<file path="src/rtl/flow_pkg.sv">
`default_nettype none
// ============================================================================
//  Module   : flow_pkg
//  Purpose  : Shared constants and types for the 8-to-16 byte packer:
//             byte-enable codes, packer state encoding, FIFO entry layout.
//  Revision : 1.0 - initial release
// ============================================================================
package flow_pkg;

  // Byte-enable codes carried with each packed word
  localparam logic [1:0] BE_FULL = 2'b11;
  localparam logic [1:0] BE_HALF = 2'b01;

  // Packer state: LO = no byte held, HI = low byte held in lo_hold
  typedef enum logic [0:0] {
    ST_LO = 1'b0,
    ST_HI = 1'b1
  } pack_state_e;

  // FIFO entry layout: 16 data + 2 byte enables + 1 last
  localparam int ENTRY_DATA_W = 16;
  localparam int ENTRY_BE_W   = 2;
  localparam int ENTRY_LAST_W = 1;
  localparam int ENTRY_W      = ENTRY_DATA_W + ENTRY_BE_W + ENTRY_LAST_W;

  typedef struct packed {
    logic [ENTRY_DATA_W-1:0] data;
    logic [ENTRY_BE_W-1:0]   be;
    logic                    last;
  } fifo_entry_t;

endpackage
`default_nettype wire

</file>
<file path="src/rtl/flow_8to16_if.sv">
`default_nettype none
// ============================================================================
//  Module   : flow_8to16_if
//  Purpose  : Byte-in / word-out valid-ready bundle for the 8-to-16 packer.
//             master = traffic environment (drives bytes, accepts words),
//             slave  = packer (accepts bytes, drives words).
//  Revision : 1.0 - initial release
// ============================================================================
interface flow_8to16_if;
  logic        src_val;
  logic        src_rdy;
  logic [7:0]  src_data;
  logic        src_last;
  logic        dst_val;
  logic        dst_rdy;
  logic [15:0] dst_data;
  logic [1:0]  dst_be;
  logic        dst_last;

  modport master (
    output src_val, src_data, src_last, dst_rdy,
    input  src_rdy, dst_val, dst_data, dst_be, dst_last
  );

  modport slave (
    input  src_val, src_data, src_last, dst_rdy,
    output src_rdy, dst_val, dst_data, dst_be, dst_last
  );
endinterface
`default_nettype wire

</file>
<file path="src/rtl/flow_fifo.sv">
`default_nettype none
// ============================================================================
//  Module   : flow_fifo
//  Purpose  : Generic synchronous valid-ready FIFO with synchronous flush.
//             Pointers carry one extra wrap bit; head is zero when empty.
//  Revision : 1.0 - initial release
// ============================================================================
module flow_fifo #(
  parameter int WIDTH = 19,
  parameter int DEPTH = 2
) (
  input  logic             clk,
  input  logic             rst_n,
  input  logic             flush,
  input  logic             in_val,
  output logic             in_rdy,
  input  logic [WIDTH-1:0] in_data,
  output logic             out_val,
  input  logic             out_rdy,
  output logic [WIDTH-1:0] out_data
);

  localparam int AW = (DEPTH > 1) ? $clog2(DEPTH) : 1;

  logic [AW:0]      wr_ptr_q, wr_ptr_d;
  logic [AW:0]      rd_ptr_q, rd_ptr_d;
  logic [WIDTH-1:0] mem_q [DEPTH];
  logic [WIDTH-1:0] mem_d [DEPTH];
  logic             full_w;
  logic             empty_w;
  logic             push_w;
  logic             pop_w;

  // Status decoded from registered pointers only
  assign full_w  = (wr_ptr_q[AW] != rd_ptr_q[AW]) &&
                   (wr_ptr_q[AW-1:0] == rd_ptr_q[AW-1:0]);
  assign empty_w = (wr_ptr_q == rd_ptr_q);

  assign in_rdy   = ~full_w;
  assign out_val  = ~empty_w;
  assign push_w   = in_val & ~full_w;
  assign pop_w    = ~empty_w & out_rdy;
  assign out_data = empty_w ? '0 : mem_q[rd_ptr_q[AW-1:0]];

  // Next-state for storage and pointers; flush empties by resetting pointers
  always_comb begin
    mem_d = mem_q;
    if (push_w) begin
      mem_d[wr_ptr_q[AW-1:0]] = in_data;
    end
    if (flush) begin
      wr_ptr_d = '0;
      rd_ptr_d = '0;
    end else begin
      wr_ptr_d = wr_ptr_q + {{AW{1'b0}}, push_w};
      rd_ptr_d = rd_ptr_q + {{AW{1'b0}}, pop_w};
    end
  end

  // Storage and pointer registers
  always_ff @(posedge clk or negedge rst_n) begin
    if (!rst_n) begin
      wr_ptr_q <= '0;
      rd_ptr_q <= '0;
      for (int i = 0; i < DEPTH; i++) begin
        mem_q[i] <= '0;
      end
    end else begin
      wr_ptr_q <= wr_ptr_d;
      rd_ptr_q <= rd_ptr_d;
      mem_q    <= mem_d;
    end
  end

endmodule
`default_nettype wire

</file>
<file path="src/rtl/flow_8to16.sv">
`default_nettype none
// ============================================================================
//  Module   : flow_8to16
//  Purpose  : Byte-to-word packer. Low byte first; an odd trailing byte of a
//             packet is emitted as a half word padded with PAD_BYTE. Words
//             pass through an output FIFO (never bypassed).
//  Revision : 1.0 - initial release
// ============================================================================
module flow_8to16
  import flow_pkg::*;
#(
  parameter int         DEPTH    = 2,
  parameter logic [7:0] PAD_BYTE = 8'h00
) (
  input  logic          clk,
  input  logic          rst_n,
  input  logic          cfg_en,
  flow_8to16_if.slave   bus,
  output logic [15:0]   stat_words
);

  pack_state_e state_q, state_d;
  logic [7:0]  lo_hold_q, lo_hold_d;
  logic [15:0] stat_words_q, stat_words_d;
  logic        run_q, run_d;

  logic        fifo_in_rdy;
  logic        fifo_out_val;
  logic [ENTRY_W-1:0] fifo_out_data;
  logic        push_val;
  fifo_entry_t push_entry;
  fifo_entry_t head_entry;

  logic        src_rdy_w;
  logic        byte_acc_w;
  logic        word_acc_w;

  // run_q holds src_rdy low until the first edge out of reset
  assign src_rdy_w  = cfg_en & run_q & fifo_in_rdy;
  assign byte_acc_w = bus.src_val & src_rdy_w;
  assign word_acc_w = fifo_out_val & bus.dst_rdy;

  // State register
  always_ff @(posedge clk or negedge rst_n) begin
    if (!rst_n) begin
      state_q <= ST_LO;
    end else begin
      state_q <= state_d;
    end
  end

  // Next-state: a non-last byte in LO moves to HI, any byte in HI completes the word
  always_comb begin
    state_d = state_q;
    case (state_q)
      ST_LO: if (byte_acc_w && !bus.src_last) state_d = ST_HI;
      ST_HI: if (byte_acc_w)                  state_d = ST_LO;
      default:                                state_d = ST_LO;
    endcase
    if (!cfg_en) begin
      state_d = ST_LO;
    end
  end

  // Output decode: build the FIFO entry for the word completed this cycle
  always_comb begin
    push_val   = 1'b0;
    push_entry = '0;
    case (state_q)
      ST_LO: begin
        if (byte_acc_w && bus.src_last) begin
          push_val   = 1'b1;
          push_entry = '{data: {PAD_BYTE, bus.src_data}, be: BE_HALF, last: 1'b1};
        end
      end
      ST_HI: begin
        if (byte_acc_w) begin
          push_val   = 1'b1;
          push_entry = '{data: {bus.src_data, lo_hold_q}, be: BE_FULL, last: bus.src_last};
        end
      end
      default: begin
        push_val = 1'b0;
      end
    endcase
  end

  // Datapath next-state: low-byte capture, word counter, ready gate
  always_comb begin
    lo_hold_d = lo_hold_q;
    if (!cfg_en) begin
      lo_hold_d = 8'h00;
    end else if (state_q == ST_LO && byte_acc_w && !bus.src_last) begin
      lo_hold_d = bus.src_data;
    end
    stat_words_d = stat_words_q + {15'd0, word_acc_w};
    run_d        = 1'b1;
  end

  // Datapath registers
  always_ff @(posedge clk or negedge rst_n) begin
    if (!rst_n) begin
      lo_hold_q    <= 8'h00;
      stat_words_q <= 16'h0000;
      run_q        <= 1'b0;
    end else begin
      lo_hold_q    <= lo_hold_d;
      stat_words_q <= stat_words_d;
      run_q        <= run_d;
    end
  end

  flow_fifo #(
    .WIDTH (ENTRY_W),
    .DEPTH (DEPTH)
  ) u_fifo (
    .clk      (clk),
    .rst_n    (rst_n),
    .flush    (~cfg_en),
    .in_val   (push_val),
    .in_rdy   (fifo_in_rdy),
    .in_data  (push_entry),
    .out_val  (fifo_out_val),
    .out_rdy  (bus.dst_rdy),
    .out_data (fifo_out_data)
  );

  assign head_entry   = fifo_entry_t'(fifo_out_data);
  assign bus.src_rdy  = src_rdy_w;
  assign bus.dst_val  = fifo_out_val;
  assign bus.dst_data = head_entry.data;
  assign bus.dst_be   = head_entry.be;
  assign bus.dst_last = head_entry.last;
  assign stat_words   = stat_words_q;

endmodule
`default_nettype wire

</file>
<file path="src/flat_wrapper.sv">
// flat-port wrapper written by rule: the top's interface ports become plain ports
module flow_8to16_flat import flow_pkg::*;
#(
  parameter int         DEPTH    = 2,
  parameter logic [7:0] PAD_BYTE = 8'h00
)
  (clk, rst_n, cfg_en, stat_words, bus_src_val, bus_src_data, bus_src_last, bus_dst_rdy, bus_src_rdy, bus_dst_val, bus_dst_data, bus_dst_be, bus_dst_last);
  flow_8to16_if bus_i ();
  input  logic clk;
  input  logic rst_n;
  input  logic cfg_en;
  output logic [15:0] stat_words;
  input wire logic [$bits(bus_i.src_val)-1:0] bus_src_val;
  input wire logic [$bits(bus_i.src_data)-1:0] bus_src_data;
  input wire logic [$bits(bus_i.src_last)-1:0] bus_src_last;
  input wire logic [$bits(bus_i.dst_rdy)-1:0] bus_dst_rdy;
  output wire logic [$bits(bus_i.src_rdy)-1:0] bus_src_rdy;
  output wire logic [$bits(bus_i.dst_val)-1:0] bus_dst_val;
  output wire logic [$bits(bus_i.dst_data)-1:0] bus_dst_data;
  output wire logic [$bits(bus_i.dst_be)-1:0] bus_dst_be;
  output wire logic [$bits(bus_i.dst_last)-1:0] bus_dst_last;
  assign bus_i.src_val = bus_src_val;
  assign bus_i.src_data = bus_src_data;
  assign bus_i.src_last = bus_src_last;
  assign bus_i.dst_rdy = bus_dst_rdy;
  assign bus_src_rdy = bus_i.src_rdy;
  assign bus_dst_val = bus_i.dst_val;
  assign bus_dst_data = bus_i.dst_data;
  assign bus_dst_be = bus_i.dst_be;
  assign bus_dst_last = bus_i.dst_last;
  flow_8to16 #(.DEPTH(DEPTH), .PAD_BYTE(PAD_BYTE)) u_core (.clk(clk), .rst_n(rst_n), .cfg_en(cfg_en), .bus(bus_i), .stat_words(stat_words));
endmodule
</file>
<file path="config.mk">
export PLATFORM = sky130hd
export DESIGN_NAME = flow_8to16_flat
export DESIGN_NICKNAME = d
export VERILOG_FILES = /design/src/rtl/flow_pkg.sv /design/src/rtl/flow_8to16_if.sv /design/src/rtl/flow_fifo.sv /design/src/rtl/flow_8to16.sv /design/src/flat_wrapper.sv
export SDC_FILE = /design/constraint.sdc
export NUM_CORES = 1
export LEC_CHECK = 0
export ABC_AREA = 1
export CORE_UTILIZATION = 40
export DETAILED_ROUTE_END_ITERATION = 8
export SLEW_MARGIN = 20
export SYNTH_ARGS = -nofsm -noshare
export SYNTH_HDL_FRONTEND = slang
export SYNTH_SLANG_ARGS = --single-unit
</file>
<file path="constraint.sdc">
create_clock -name clk -period 3.2 [get_ports clk]
set_input_delay 0.96 -clock clk [delete_from_list [all_inputs] [get_ports clk]]
set_output_delay 0.96 -clock clk [all_outputs]
set_load 0.005 [all_outputs]
</file>
# Yosys cells after proc, flatten, opt, wreduce, memory -nomap -nowiden
# Index checks and enable logic that the tools add are counted.
# word_totals
register_bits	68
input_bits	14
output_inout_bits	37
word_cells	56
# op_classes
add_sub_neg	3
order_cmp	3
n_eq_ne	4
mux	21
bitwise_logic	10
reduce_logical	7
# ops
operator	n
$mux W19	6
$bwmux W38	1
$pmux W19 S2	1
$demux W19 S1	1
$add A16 B1 Y16	1
$mux W8	2
$mux W11	1
$logic_and A1 B1 Y1	6
$and A1 B1 Y1	5
$mux W1	5
$add A2 B1 Y2	2
$ge A2 B2 Y1 const B	2
$mux W2	2
$not A1 Y2	2
$pmux W1 S2	2
$not A1 Y1	3
$eq A2 B2 Y1	1
$lt A2 B1 Y1 const B	1
$ne A2 B1 Y1 const B	1
$eq A1 B1 Y1	1
$logic_not A1 Y1	1
$ne A1 B1 Y1	1

# Longest topological paths before layout
# depth
word_depth	11
ltp_mapped	16
mapped_depth_nobuf	15

# Modules after synthesis
# Synthesis repeated with hierarchy kept, for this count alone.
# unflattened
cells_unflattened	482
area_unflattened_um2	3688.5
# modules_own_cells
module	instances	cells_per_inst	area_per_inst_um2	seq_area_each_um2
flow_fifo	1	296	2268.4	1051.0
flow_8to16	1	186	1420.1	650.6

# Worst setup path after synthesis
# No wires, ideal clock.
# synth_path
kind	input to register
startpoint	input cfg_en
endpoint	register u_core.u_fifo.mem_q[17] (netlist bit)
setup_time_ns	0.075
t_arrival_ns	2.444
t_required_ns	3.125
path_slack_ns	0.681
path_stages	12
n_path_buf	2
path_cell_list	nand2_1 > inv_1 > nand3_4 > nor2_4 > nor2_1 > inv_1 > ha_1 > inv_1 > buf_2 > clkbuf_1 > nand2_1 > o21ai_2
# synth_between
elab_chain_cells	7
elab_cells_between_ends	11
cone_classes	mux (6); bitwise (4); reduce/logical (1)
# synth_rtl
item	line	rtl
start, declared	flat_wrapper.sv:11	input logic cfg_en;
$and A1 B1 Y1 (*) (2 in series)	flow_8to16.sv:39	assign src_rdy_w = cfg_en & run_q & fifo_in_rdy;
$and A1 B1 Y1 (*)	flow_8to16.sv:40	assign byte_acc_w = bus.src_val & src_rdy_w;
$logic_and A1 B1 Y1	flow_8to16.sv:71	if (byte_acc_w && bus.src_last) begin
$mux W1	flow_8to16.sv:71	
$pmux W1 S2	flow_8to16.sv:69	case (state_q)
$and A1 B1 Y1	flow_fifo.sv:41	assign push_w = in_val & ~full_w;
end signal, assigned	flow_fifo.sv:71	mem_q <= mem_d;
end, declared	flow_fifo.sv:27	logic [WIDTH-1:0] mem_q [DEPTH];
# Every way passes the cells marked *; elsewhere a longest branch is shown, timed or not.
# A chain may end at the register's enable or synchronous reset.

# Worst setup path after layout
# layout_path
startpoint	input cfg_en
endpoint	output bus_src_rdy
# layout_between
elab_chain_cells	2
# layout_rtl
item	line	rtl
$and A1 B1 Y1 (2 in series)	flow_8to16.sv:39	
end, declared	flat_wrapper.sv:17	output wire logic [$bits(bus_i.src_rdy)-1:0] bus_src_rdy;
# Every way passes these cells.

==> out/results.ini <==
[status]
status=finished clean

[clocking]
hold_buffers=0
numCtsBuffers=9
path_clk_slew_ns=0.08
cts_tree=done
cts_buffer_depth=2
worstSkewPairLatency_ns=0.35
ctsResizeCount=0
htreeDepth=3
root_buffer=clkbuf_8
cts.sinks=68
post_cts_buffers=0

[setup_path]
path_common_cell=clkdlybuf4s50_1
reg2reg_depth=15
crit_type=input pin to primary output
slowest_delay_ns=0.51
worstPathArrival_ns=2.14
crit_fanout=2
required_ns=2.24
crit_chain=clkdlybuf4s50_1 > nand2_1 > a21oi_1 > clkdlybuf4s50_1
cp_slowest_cell=clkdlybuf4s50_1
cp-end-kind=primary output
startpoint_type=input pin

[timing]
finalCriticalPeriod_ns=3.096
fin_crit_sh_pct=96.76
slew_headroom_pct=57.65
hold_violations=0
rsz0062_at_grt=no
tightest_slew_ns=0.6352
slew_violations=0
setup_tns_ns=0
clock.fmax_mhz=323.0
setup_viol=0
fin_worst_skew_ns=0.01228

[cells_and_area]
fillCellCount=770
drive_gt1_share_pct=15.14
final_util_pct=53.17
multi_input_area_mm2=0.001416
area_growth_pct=26.64
n_antenna_cell=0
fin_nets=463
regArea_mm2=0.001702

[floorplanning]
die_h_um=92.53
io_pins=51
num_rows=32
core_mm2=0.007807
die-area_mm2=0.008562
die_x_um=92.53
start_util_pct=41.99

[logic_synthesis]
yosys-top-cells-count=159 x nand2_1, 68 x dfrtp_1, 24 x a21oi_1, 22 x nand3_1, 17 x inv_1
avgSynthCellArea_um2=8.515
synthCells=385
yosysTopAreaCell=dfrtp_1
synth_edf_count=0
synth.distinct_cells=28
yosysWarnings=0
yosysTopAreaCellShare_pct=51.91
synth_flop_cell=dfrtp_1
yosysMostFrequentCell=nand2_1
synthTopCellsByArea=dfrtp_1 52%, nand2_1 18%, o21ai_2 4.3%
synth-seq-cells=68
yosysSeqAreaShare_pct=51.91
async_flop_share_pct=100.0
synth.net_count=404
synthesis.area_mm2=0.003278

[placement]
gp_congestion=0.7924
portBuffers=50
place_hpwl_um=4921

[grt]
grt_pass1_wl_um=12560
antenna_found_initial=0
track_usage_pct=19.09
grt_use_met2_pct=28.58
grt_overflow=0
grt_max_degree=31
use_met1_pct=27.11
grt_pass1_vias=2584
grt_most_used_layer=met2
use_met3_pct=3.695

[drt]
drc=0
finalWirelength_um=7378
via_count=2632
first_pass_iters=4
drtIter0Drc=150
vias_per_cell=4.777
detail_route.wl_per_cell_um=13.39
drtAntennaViolNets=0

[pwr]
p_per_area_mw_per_mm2=466.8
combPwrFrac_pct=13.8
sw_frac_of_total_pct=26.85
p_int_mw=1.418
power.switching_mw=0.5203
p_clk_share_pct=36.6
p_leak_nw=2.029
ir_drop_uv=188.8
power_frac_seq_pct=49.6

[run]
maxCapViolations=0

[hold_path]
min_path_cells=1
hp-class=flop to flop

## power groups by stage
stage	clock, mW	combinational (mW)	sequential, mW
2_1_floorplan	0	0.105	0.973
3_3_place_gp	0	0.268	0.977
3_5_place_dp	0	0.273	0.978
4_1_cts	0.730	0.273	0.962
5_1_grt	0.765	0.295	0.968
6_report	0.710	0.267	0.961
## metrics by stage
stage | std cells | power (mW) | instance area [um2] | hold WS (ns) | setup slack, ns
final | 551 | 1.938 | 4151 | 0.4781 | 0.1038
after global placement | 535 | 1.245 | 3950 | 0.4620 | 0.1238
after CTS | 551 | 1.965 | 4151 | 0.4777 | 0.09374
after global routing | 551 | 2.028 | 4151 | 0.4921 | 0.03224
after floorplan | 385 | 1.077 | 3278 | 0.4492 | 0.6812
after detailed placement | 535 | 1.251 | 3950 | 0.4607 | 0.1001
## cell families (layout without fill, tap and decap cells)
family	after synthesis	count (layout)	synth area share, %
AND/OR/NAND/NOR	212	212	28.78
other	1	1	0.1144
flip-flops	68	68	51.91
adder cells (fa/ha/maj)	5	5	1.908
AO/OA/AOI/OAI	48	48	9.198
buffers and inverters	39	103	4.885
XOR/XNOR	12	12	3.206
## placed cells by master, fill, tap and decap left out, types with 2 or more instances in the layout
master and count:
a21oi_1 24, buf_12 2, buf_4 10, clkbuf_8 10
clkdlybuf4s50_1 49, clkinv_2 2, clkinvlp_4 2, dfrtp_1 68
ha_1 5, inv_1 17, inv_2 8, nand2_1 159
nand2_2 3, nand2_4 7, nand3_1 22, nor2_1 14
o21ai_0 2, o21ai_1 5, o21ai_2 16, xnor2_1 2
xor2_1 10
## path summary, 6_finish.rpt
path,start,to,slack [ns]
setup / recovery,cfg_en,bus_src_rdy,0.10
hold / removal,u_core.stat_words[15]$_DFF_PN0_,u_core.stat_words[15]$_DFF_PN0_,0.48
setup reg to reg,u_core.u_fifo.rd_ptr_q[1]$_DFF_PN0_,u_core.stat_words[12]$_DFF_PN0_,0.75
hold reg to reg,u_core.stat_words[15]$_DFF_PN0_,u_core.stat_words[15]$_DFF_PN0_,0.48
max in group asynchronous,rst_n,u_core.lo_hold_q[1]$_DFFE_PN0P_,1.85
min in group asynchronous,rst_n,u_core.stat_words[14]$_DFF_PN0_,0.62
## layer usage
| metal | share of wire, % | vias to the layer above |
|---|---|---|
| li1 | - | 1337 |
| met1 | 48 | 1219 |
| met2 | 44 | 65 |
| met3 | 5.9 | 11 |
| met4 | 1.8 | 0 |
| met5 | 0 | - |
## final cells by class
class                   instances  area share [%]
clock buffers                  10           3.315
repair buffers                 62           14.71
flip-flops and latches         68           40.99
clock inverters                 6           1.537
well taps                     102           3.074
multi-input cells             278           34.12
inverters                      25           2.260
## registers in the layout, summed over array words and instances, names as in the netlist
register,count
u_core.u_fifo.rd_ptr_q,2
u_core.u_fifo.mem_q,38
u_core.run_q,1
u_core.lo_hold_q,8
u_core.stat_words,16
u_core.state_q,1
u_core.u_fifo.wr_ptr_q,2
## critical path, delay by kind of cell
kind                   cells  cell delay (ns)
AND/OR/NAND/NOR            1             0.07
buffers and inverters      2             0.99
AO/OA/AOI/OAI              1             0.11
Power figures use the tool's default switching activity.
